## src/rtl/mini_src_ctl_pkg.sv

```systemverilog
// Shared definitions for the Mini SRC control unit: opcodes, ALU selects,
// sequencer states, strobe bit map and small step-sequencing helpers.
package mini_src_ctl_pkg;

  localparam int CTL_W = 25;

  localparam logic [4:0] OP_LD   = 5'd0;
  localparam logic [4:0] OP_LDI  = 5'd1;
  localparam logic [4:0] OP_ST   = 5'd2;
  localparam logic [4:0] OP_ADD  = 5'd3;
  localparam logic [4:0] OP_SUB  = 5'd4;
  localparam logic [4:0] OP_AND  = 5'd5;
  localparam logic [4:0] OP_OR   = 5'd6;
  localparam logic [4:0] OP_ROR  = 5'd7;
  localparam logic [4:0] OP_ROL  = 5'd8;
  localparam logic [4:0] OP_SHR  = 5'd9;
  localparam logic [4:0] OP_SHRA = 5'd10;
  localparam logic [4:0] OP_SHL  = 5'd11;
  localparam logic [4:0] OP_ADDI = 5'd12;
  localparam logic [4:0] OP_ANDI = 5'd13;
  localparam logic [4:0] OP_ORI  = 5'd14;
  localparam logic [4:0] OP_DIV  = 5'd15;
  localparam logic [4:0] OP_MUL  = 5'd16;
  localparam logic [4:0] OP_NEG  = 5'd17;
  localparam logic [4:0] OP_NOT  = 5'd18;
  localparam logic [4:0] OP_MFHI = 5'd24;
  localparam logic [4:0] OP_MFLO = 5'd25;
  localparam logic [4:0] OP_NOP  = 5'd26;
  localparam logic [4:0] OP_HALT = 5'd27;

  typedef enum logic [3:0] {
    ALU_ADD = 4'd0, ALU_SUB = 4'd1, ALU_AND = 4'd2, ALU_OR = 4'd3,
    ALU_SHR = 4'd4, ALU_SHRA = 4'd5, ALU_SHL = 4'd6, ALU_ROR = 4'd7,
    ALU_ROL = 4'd8, ALU_MUL = 4'd9, ALU_DIV = 4'd10, ALU_NEG = 4'd11,
    ALU_NOT = 4'd12
  } alu_e;

  typedef enum logic [3:0] {
    ST_RST, ST_T0, ST_T1, ST_T2, ST_T3, ST_T4, ST_T5, ST_T6, ST_T7, ST_HALT
  } state_e;

  localparam int CTL_PCOUT    = 0;
  localparam int CTL_PCIN     = 1;
  localparam int CTL_INCPC    = 2;
  localparam int CTL_MARIN    = 3;
  localparam int CTL_MDRIN    = 4;
  localparam int CTL_MDROUT   = 5;
  localparam int CTL_MDRREAD  = 6;
  localparam int CTL_READ     = 7;
  localparam int CTL_WRITE    = 8;
  localparam int CTL_IRIN     = 9;
  localparam int CTL_YIN      = 10;
  localparam int CTL_ZIN      = 11;
  localparam int CTL_ZLOWOUT  = 12;
  localparam int CTL_ZHIGHOUT = 13;
  localparam int CTL_HIIN     = 14;
  localparam int CTL_HIOUT    = 15;
  localparam int CTL_LOIN     = 16;
  localparam int CTL_LOOUT    = 17;
  localparam int CTL_COUT     = 18;
  localparam int CTL_GRA      = 19;
  localparam int CTL_GRB      = 20;
  localparam int CTL_GRC      = 21;
  localparam int CTL_RIN      = 22;
  localparam int CTL_ROUT     = 23;
  localparam int CTL_BAOUT    = 24;

  function automatic logic [CTL_W-1:0] bit_of(input int idx);
    return {{(CTL_W-1){1'b0}}, 1'b1} << idx;
  endfunction

  function automatic alu_e op_alu(input logic [4:0] op);
    case (op)
      OP_SUB:           return ALU_SUB;
      OP_AND, OP_ANDI:  return ALU_AND;
      OP_OR, OP_ORI:    return ALU_OR;
      OP_SHR:           return ALU_SHR;
      OP_SHRA:          return ALU_SHRA;
      OP_SHL:           return ALU_SHL;
      OP_ROR:           return ALU_ROR;
      OP_ROL:           return ALU_ROL;
      OP_MUL:           return ALU_MUL;
      OP_DIV:           return ALU_DIV;
      OP_NEG:           return ALU_NEG;
      OP_NOT:           return ALU_NOT;
      default:          return ALU_ADD;
    endcase
  endfunction

  // Final execute step of each instruction; unknown opcodes end at T3 like nop.
  function automatic state_e last_step(input logic [4:0] op);
    case (op)
      OP_ADD, OP_SUB, OP_AND, OP_OR, OP_ROR, OP_ROL, OP_SHR, OP_SHRA, OP_SHL,
      OP_ADDI, OP_ANDI, OP_ORI, OP_LDI: return ST_T5;
      OP_NEG, OP_NOT:                   return ST_T4;
      OP_MUL, OP_DIV:                   return ST_T6;
      OP_LD, OP_ST:                     return ST_T7;
      default:                          return ST_T3;
    endcase
  endfunction

  function automatic state_e next_step(input state_e s);
    case (s)
      ST_T0:   return ST_T1;
      ST_T1:   return ST_T2;
      ST_T2:   return ST_T3;
      ST_T3:   return ST_T4;
      ST_T4:   return ST_T5;
      ST_T5:   return ST_T6;
      ST_T6:   return ST_T7;
      default: return ST_T0;
    endcase
  endfunction

endpackage

```

## src/rtl/mini_src_control_unit_decode.sv

```systemverilog
// Purely combinational strobe decoder: (state, opcode) -> ctl, alu_sel, illegal.
module mini_src_control_unit_decode
  import mini_src_ctl_pkg::*;
(
  input  logic [3:0]       state_i,
  input  logic [4:0]       ir_op_i,
  output logic [CTL_W-1:0] ctl_o,
  output logic [3:0]       alu_sel_o,
  output logic             illegal_o
);

  state_e st;
  logic [CTL_W-1:0] z_to_ra;

  assign st      = state_e'(state_i);
  assign z_to_ra = bit_of(CTL_ZLOWOUT) | bit_of(CTL_GRA) | bit_of(CTL_RIN);

  always_comb begin
    ctl_o     = '0;
    alu_sel_o = ALU_ADD;
    illegal_o = 1'b0;
    case (st)
      ST_T0: ctl_o = bit_of(CTL_PCOUT) | bit_of(CTL_MARIN) | bit_of(CTL_INCPC) | bit_of(CTL_ZIN);
      ST_T1: ctl_o = bit_of(CTL_ZLOWOUT) | bit_of(CTL_PCIN) | bit_of(CTL_READ)
                   | bit_of(CTL_MDRIN) | bit_of(CTL_MDRREAD);
      ST_T2: ctl_o = bit_of(CTL_MDROUT) | bit_of(CTL_IRIN);
      ST_T3, ST_T4, ST_T5, ST_T6, ST_T7: begin
        case (ir_op_i)
          OP_ADD, OP_SUB, OP_AND, OP_OR, OP_ROR, OP_ROL, OP_SHR, OP_SHRA, OP_SHL,
          OP_ADDI, OP_ANDI, OP_ORI: begin
            case (st)
              ST_T3: ctl_o = bit_of(CTL_GRB) | bit_of(CTL_ROUT) | bit_of(CTL_YIN);
              ST_T4: begin
                alu_sel_o = op_alu(ir_op_i);
                // Immediate forms take the second operand from the sign-extended C field.
                if (ir_op_i inside {OP_ADDI, OP_ANDI, OP_ORI})
                  ctl_o = bit_of(CTL_COUT) | bit_of(CTL_ZIN);
                else
                  ctl_o = bit_of(CTL_GRC) | bit_of(CTL_ROUT) | bit_of(CTL_ZIN);
              end
              ST_T5:   ctl_o = z_to_ra;
              default: ;
            endcase
          end
          OP_NEG, OP_NOT: begin
            if (st == ST_T3) begin
              ctl_o     = bit_of(CTL_GRB) | bit_of(CTL_ROUT) | bit_of(CTL_ZIN);
              alu_sel_o = op_alu(ir_op_i);
            end else if (st == ST_T4) begin
              ctl_o = z_to_ra;
            end
          end
          OP_MUL, OP_DIV: begin
            case (st)
              ST_T3: ctl_o = bit_of(CTL_GRA) | bit_of(CTL_ROUT) | bit_of(CTL_YIN);
              ST_T4: begin
                ctl_o     = bit_of(CTL_GRB) | bit_of(CTL_ROUT) | bit_of(CTL_ZIN);
                alu_sel_o = op_alu(ir_op_i);
              end
              ST_T5:   ctl_o = bit_of(CTL_ZLOWOUT) | bit_of(CTL_LOIN);
              ST_T6:   ctl_o = bit_of(CTL_ZHIGHOUT) | bit_of(CTL_HIIN);
              default: ;
            endcase
          end
          OP_LDI, OP_LD, OP_ST: begin
            case (st)
              ST_T3: ctl_o = bit_of(CTL_GRB) | bit_of(CTL_BAOUT) | bit_of(CTL_YIN);
              ST_T4: ctl_o = bit_of(CTL_COUT) | bit_of(CTL_ZIN);
              ST_T5: ctl_o = (ir_op_i == OP_LDI) ? z_to_ra
                                                 : (bit_of(CTL_ZLOWOUT) | bit_of(CTL_MARIN));
              ST_T6: ctl_o = (ir_op_i == OP_LD)
                           ? (bit_of(CTL_READ) | bit_of(CTL_MDRIN) | bit_of(CTL_MDRREAD))
                           : (bit_of(CTL_GRA) | bit_of(CTL_ROUT) | bit_of(CTL_MDRIN));
              ST_T7: ctl_o = (ir_op_i == OP_LD)
                           ? (bit_of(CTL_MDROUT) | bit_of(CTL_GRA) | bit_of(CTL_RIN))
                           : bit_of(CTL_WRITE);
              default: ;
            endcase
          end
          OP_MFHI: if (st == ST_T3) ctl_o = bit_of(CTL_HIOUT) | bit_of(CTL_GRA) | bit_of(CTL_RIN);
          OP_MFLO: if (st == ST_T3) ctl_o = bit_of(CTL_LOOUT) | bit_of(CTL_GRA) | bit_of(CTL_RIN);
          OP_NOP, OP_HALT: ;
          default: illegal_o = (st == ST_T3);
        endcase
      end
      default: ;
    endcase
  end

endmodule

```

## config.mk

```make
export PLATFORM = sky130hd
export DESIGN_NAME = mini_src_control_unit_decode
export DESIGN_NICKNAME = d
export VERILOG_FILES = /design/src/rtl/mini_src_ctl_pkg.sv /design/src/rtl/mini_src_control_unit_decode.sv
export SDC_FILE = /design/constraint.sdc
export NUM_CORES = 1
export LEC_CHECK = 0
export ABC_AREA = 1
export CORE_MARGIN = 2
export CORE_UTILIZATION = 45
export DETAILED_ROUTE_END_ITERATION = 12
export PLACE_DENSITY = 0.95
export SYNTH_ARGS = -nofsm -noshare
export SYNTH_HDL_FRONTEND = slang
export SYNTH_SLANG_ARGS = --single-unit
```

## constraint.sdc

```tcl
create_clock -name vclk -period 3.8
set_input_delay 0.95 -clock vclk [all_inputs]
set_output_delay 0.95 -clock vclk [all_outputs]
set_load 0.02 [all_outputs]
```

# Yosys cells after proc, flatten, opt, wreduce, memory -nomap -nowiden
# Memory sizes are Yosys's and may differ from the RTL's.
# Cells that the tools add are included.
[totals]
wordCells = 61
rom_bits = 384
input_bits = 9
memories = 3
reg_bits = 0
[classes]
reduce_logical = 8
n_eq_ne = 30
mux = 20
[memory_table]
columns = ["name", "words", "width", "read_ports", "rd_ports_with_merged_regs", "write_ports", "line", "source"]
rows = [
  ["(name not given)", 32, 4, 1, 0, 0, "mini_src_ctl_pkg.sv:73", "case (op)"],
  ["(name not given)", 32, 4, 1, 0, 0, "mini_src_ctl_pkg.sv:73", ""],
  ["(name not given)", 32, 4, 1, 0, 0, "mini_src_ctl_pkg.sv:73", ""],
]
[ops]
columns = ["cell", "count"]
rows = [
  ["$pmux 25 s6", 1],
  ["$pmux 25 s5", 1],
  ["$mux 23", 5],
  ["$pmux 25 s4", 1],
  ["$pmux 24 s4", 1],
  ["$mux 24", 3],
  ["$pmux 24 s3", 1],
  ["$eq 5x4->1 const B", 8],
  ["$eq 5x5->1 const B", 7],
  ["$reduce_or 23->1", 1],
  ["$eq 5x3->1 const B", 4],
  ["$eq 4x3->1 const B", 4],
  ["$mux 4", 4],
  ["$pmux 4 s3", 1],
  ["$reduce_or 12->1", 1],
  ["$eq 5x2->1 const B", 2],
  ["$eq 4x2->1 const B", 2],
  ["$eq 5x1->1 const B", 1],
  ["$logic_not 5->1", 1],
  ["$reduce_or 5->1", 1],
  ["$eq 4x1->1 const B", 1],
  ["$eq 4x4->1 const B", 1],
  ["$reduce_or 2->1", 2],
  ["$reduce_bool 3->1", 1],
  ["2 further kinds", 3],
]

# Depth between registers and ports, before layout
# Gate-level depths: netlist of run 1.
[depth]
ltp_word = 6
ltp_mapped = 9

# Worst setup path after synthesis of run 1
# No wires, ideal clock.
[synth_timing]
path_kind = "input port to output port"
from = "in state_i[3]"
to = "out ctl_o[7]"
setup_slack_ps = 554
path_buffers = 1
arrival_time_ps = 2296
cell_stages = 6
cell_sequence = "inv_1 -> nand2_1 -> nor3_1 -> inv_1 -> o21ai_0 -> buf_4"
[synth_between]
elab_chain_cells = 4
word_cells_on_any_way = 14
cone_classes = "eq/ne: 8; mux: 5; reduce/logical: 1"
[synth_rtl]
columns = ["item", "line", "source"]
rows = [
  ["from (decl)", "mini_src_control_unit_decode.sv:5", "input logic [3:0] state_i,"],
  ["$eq 4x4->1, or another cell as far along", "mini_src_control_unit_decode.sv:22, mini_src_control_unit_decode.sv:66", ""],
  ["$pmux 25 s5, or another cell as far along", "mini_src_control_unit_decode.sv:66", "case (st)"],
  ["$pmux 25 s6", "mini_src_control_unit_decode.sv:28", "case (ir_op_i)"],
  ["$pmux 25 s4 *", "mini_src_control_unit_decode.sv:22", "case (st)"],
  ["to (decl)", "mini_src_control_unit_decode.sv:7", "output logic [CTL_W-1:0] ctl_o,"],
]
# Mark *: on every way between the ends. The rest lies on a longest branch, timed or not.

# Final worst setup path of run 1
[layout_timing]
from = "in ir_op_i[1]"
to = "out ctl_o[5]"
[layout_between]
elab_chain_cells = 5
word_cells_on_any_way = 29
cone_classes = "eq/ne: 20; mux: 4; reduce/logical: 5"
[layout_rtl]
columns = ["item", "line", "source"]
rows = [
  ["from (decl)", "mini_src_control_unit_decode.sv:6", "input logic [4:0] ir_op_i,"],
  ["$logic_not 5->1", "mini_src_control_unit_decode.sv:28, mini_src_control_unit_decode.sv:74", ""],
  ["$mux 23", "mini_src_control_unit_decode.sv:75", "? (bit_of(CTL_MDROUT) | bit_of(CTL_GRA) | bit_of(CTL_RIN))"],
  ["$pmux 25 s5", "mini_src_control_unit_decode.sv:66", ""],
  ["$pmux 25 s6 *", "mini_src_control_unit_decode.sv:28", ""],
  ["$pmux 25 s4 *", "mini_src_control_unit_decode.sv:22", ""],
]
# Marks and branches as above.

==> results of run 1 <==
worst max-delay path by stage:
stage,startpoint,to,cells past startpoint
3_5_place_dp,ir_op_i[3],ctl_o[20],10
3_3_place_gp,ir_op_i[3],ctl_o[20],10
2_1_floorplan,state_i[3],ctl_o[7],6
6_report,ir_op_i[1],ctl_o[5],7
4_1_cts,ir_op_i[4],ctl_o[17],6
5_1_grt,ir_op_i[2],ctl_o[12],9
per-layer routing:
layer  track usage, %  share of wire, %  up-vias
li1                 -                 -      676
met1            36.87                37      609
met2            64.93                52       88
met3            1.200               8.5       12
met4            10.00               2.6        0
met5                0                 0        -
layout make-up:
| class | count | area [µm²] |
|---|---|---|
| fillers | 94 | 177.7 |
| inverters | 26 | 97.59 |
| multi-input cells | 143 | 636.9 |
| repair buffers | 66 | 591.8 |
| well taps | 16 | 20.02 |
synthesized netlist by cell type:
cell type and instances:
nor2_1 34, clkbuf_1 1, buf_2 1, o21ai_0 10
buf_4 3, nor3_1 13, nor4_1 1, nand4_1 4
o31ai_1 1, o21ai_2 1, inv_1 25, nor2_2 1
nand2_2 1, clkinv_1 1, nand3_1 17, a21oi_1 5
nand2_1 55
logic make-up (layout without fill, tap and decap cells):
| group | after synthesis | in the layout | share of synthesized area, % |
|---|---|---|---|
| compound gates | 17 | 17 | 12.21 |
| buf+inv | 31 | 92 | 17.22 |
| simple gates | 126 | 126 | 70.57 |
per-stage QoR:
stage | setup WS, ns | TNS [ns]
floorplan | 0.5541 | 0
global placement | -0.1361 | -1.497
detailed placement | -0.2167 | -2.820
CTS | 0.04653 | 0
global route | -0.04821 | -0.07275
finish | 0.08886 | 0
what timing repair did:
item | in CTS | in global routing
setup endpoints to repair | 21 | 17
gates resized for setup | 24 | 13
hold buffers | 0 | 0
where the power goes:
group | leakage, µW | switching, µW | internal, µW
clock network | 0 | 0 | 0
registers | 0 | 0 | 0
logic | 0.000815 | 67.4 | 46.9
total | 0.000815 | 67.4 | 46.9
==> impl_metrics.csv, run 1 <==
group,metric,value,unit
global_routing,grt_pass1_wl,5112,µm
detailed_routing,postRouteAntennaNets,0,
critical_path,cp_top_family,"buffers and inverters",
place,port_buffers,39,
timing,period_share,97.66,%
yosys,syn_inst,174,
detailed_routing,drc_errors,0,
pwr,leakagePower,0.0008147,µW
hold_path,hp-start,"ir_op_i[0]",
detailed_routing,viasPerCell,5.518,
critical_path,slowest_delay,0.62,ns
timing,slew_headroom,76.04,%
hold_path,whs_path_depth,4,
yosys,netlist_top_cells_area,"nand2_1 (28%), nor2_1 (17%), inv_1 (13%)",
detailed_routing,vias,1385,
place,gp_congestion,1.040,
global_routing,grt_max_degree,14,
floorplanning,start_util,49.10,%
place,place_hpwl,2534,µm
timing,fin_hold_ws,2.509,ns
timing,max_freq,269.5,MHz
critical_path,crit_path_top_delay_cell,"clkdlybuf4s50_1",
critical_path,required,2.85,ns
layout,seq_area,0,µm²
critical_path,worstPathArrival,2.76,ns
detailed_routing,routedWlPerCell,12.71,µm
hold_path,hp-class,"in -> out",
detailed_routing,drt_iter0_markers,78,
timing,finalCriticalPeriod,3.711,ns
detailed_routing,finalWirelength,3190,µm
timing,tightest_slew,0.3556,ns
layout,finish.utilization,88.34,%
place,post_dp_cell_area,0.001343,mm²
critical_path,path_cells,"clkdlybuf4s50_1, nor2_2, nand2_1, nor2_1, nand2_1, o21ai_0, clkdlybuf4s50_1",
layout,stdcell_area,0.001346,mm²
yosys,synth_top_area_share,27.59,%
pwr,powerDensity,84.86,mW/mm²
layout,seq_cells,0,
global_routing,antenna_found_initial,0,
run_status,status,"finished, final reports clean",
layout,clock_buffers,0,
yosys,yosys.area.top_type,"nand2_1",
yosys,syn_area_per_cell,4.300,µm²
critical_path,crit_buf_inv,2,
yosys,synth_cell_types,17,
yosys,yosysWarnings,0,
pwr,p_total,114.3,µW
global_routing,grt_use_total,32.67,%
floorplanning,die_width,44.78,µm
timing,rsz0062_at_grt,"true",
floorplanning,dieArea,0.002005,mm²
layout,drive_gt1_share,14.89,%
yosys,ys_seq_area_share,0,%
place,dp_cells,251,
hold_path,hold_end,"ctl_o[17]",
critical_path,path_class,"in -> out",
layout,mostFrequentLayoutCells,"nand2_1 (53), nor2_1 (33), buf_4 (26)",
floorplanning,core_area,0.001524,mm²
layout,final_cells,251,
layout,diodes,0,
floorplanning,io_pins,39,
detailed_routing,drtPass1Iterations,4,
layout,syn2layout_area_growth,79.93,%
floorplanning,die_h,44.78,µm
layout,layout_commonest_cell,"nand2_1",
floorplanning,placementRows,14,
layout,fin_nets,246,
global_routing,grt_pass1_vias,1266,
timing,slew_violations,0,
flow_run,drv_cap,0,
yosys,synth_nets,183,
critical_path,worstSetupStartpointType,"input pin",
pwr,peakVddDrop,76.79,µV
global_routing,grt_overflow,0,
yosys,syn_area,748.2,µm²
timing,finalSetupViolCount,0,
timing,hold_viol,0,
critical_path,cp-end-kind,"output pin",
critical_path,crit_fanout,5,
clock_tree,cts_setup_buffers,0,
Note: power is estimated with default switching activity, not from simulation.
==> run 2, diff against run 1 <==
--- a/config.mk
+++ b/config.mk
@@ -6,6 +6,7 @@
 export NUM_CORES = 1
 export LEC_CHECK = 0
 export ABC_AREA = 1
+export CAP_MARGIN = 40
 export CORE_MARGIN = 2
 export CORE_UTILIZATION = 45
 export DETAILED_ROUTE_END_ITERATION = 12
==> results of run 2 <==
No change in the layout: final DEF, timing and power equal those of run 1.
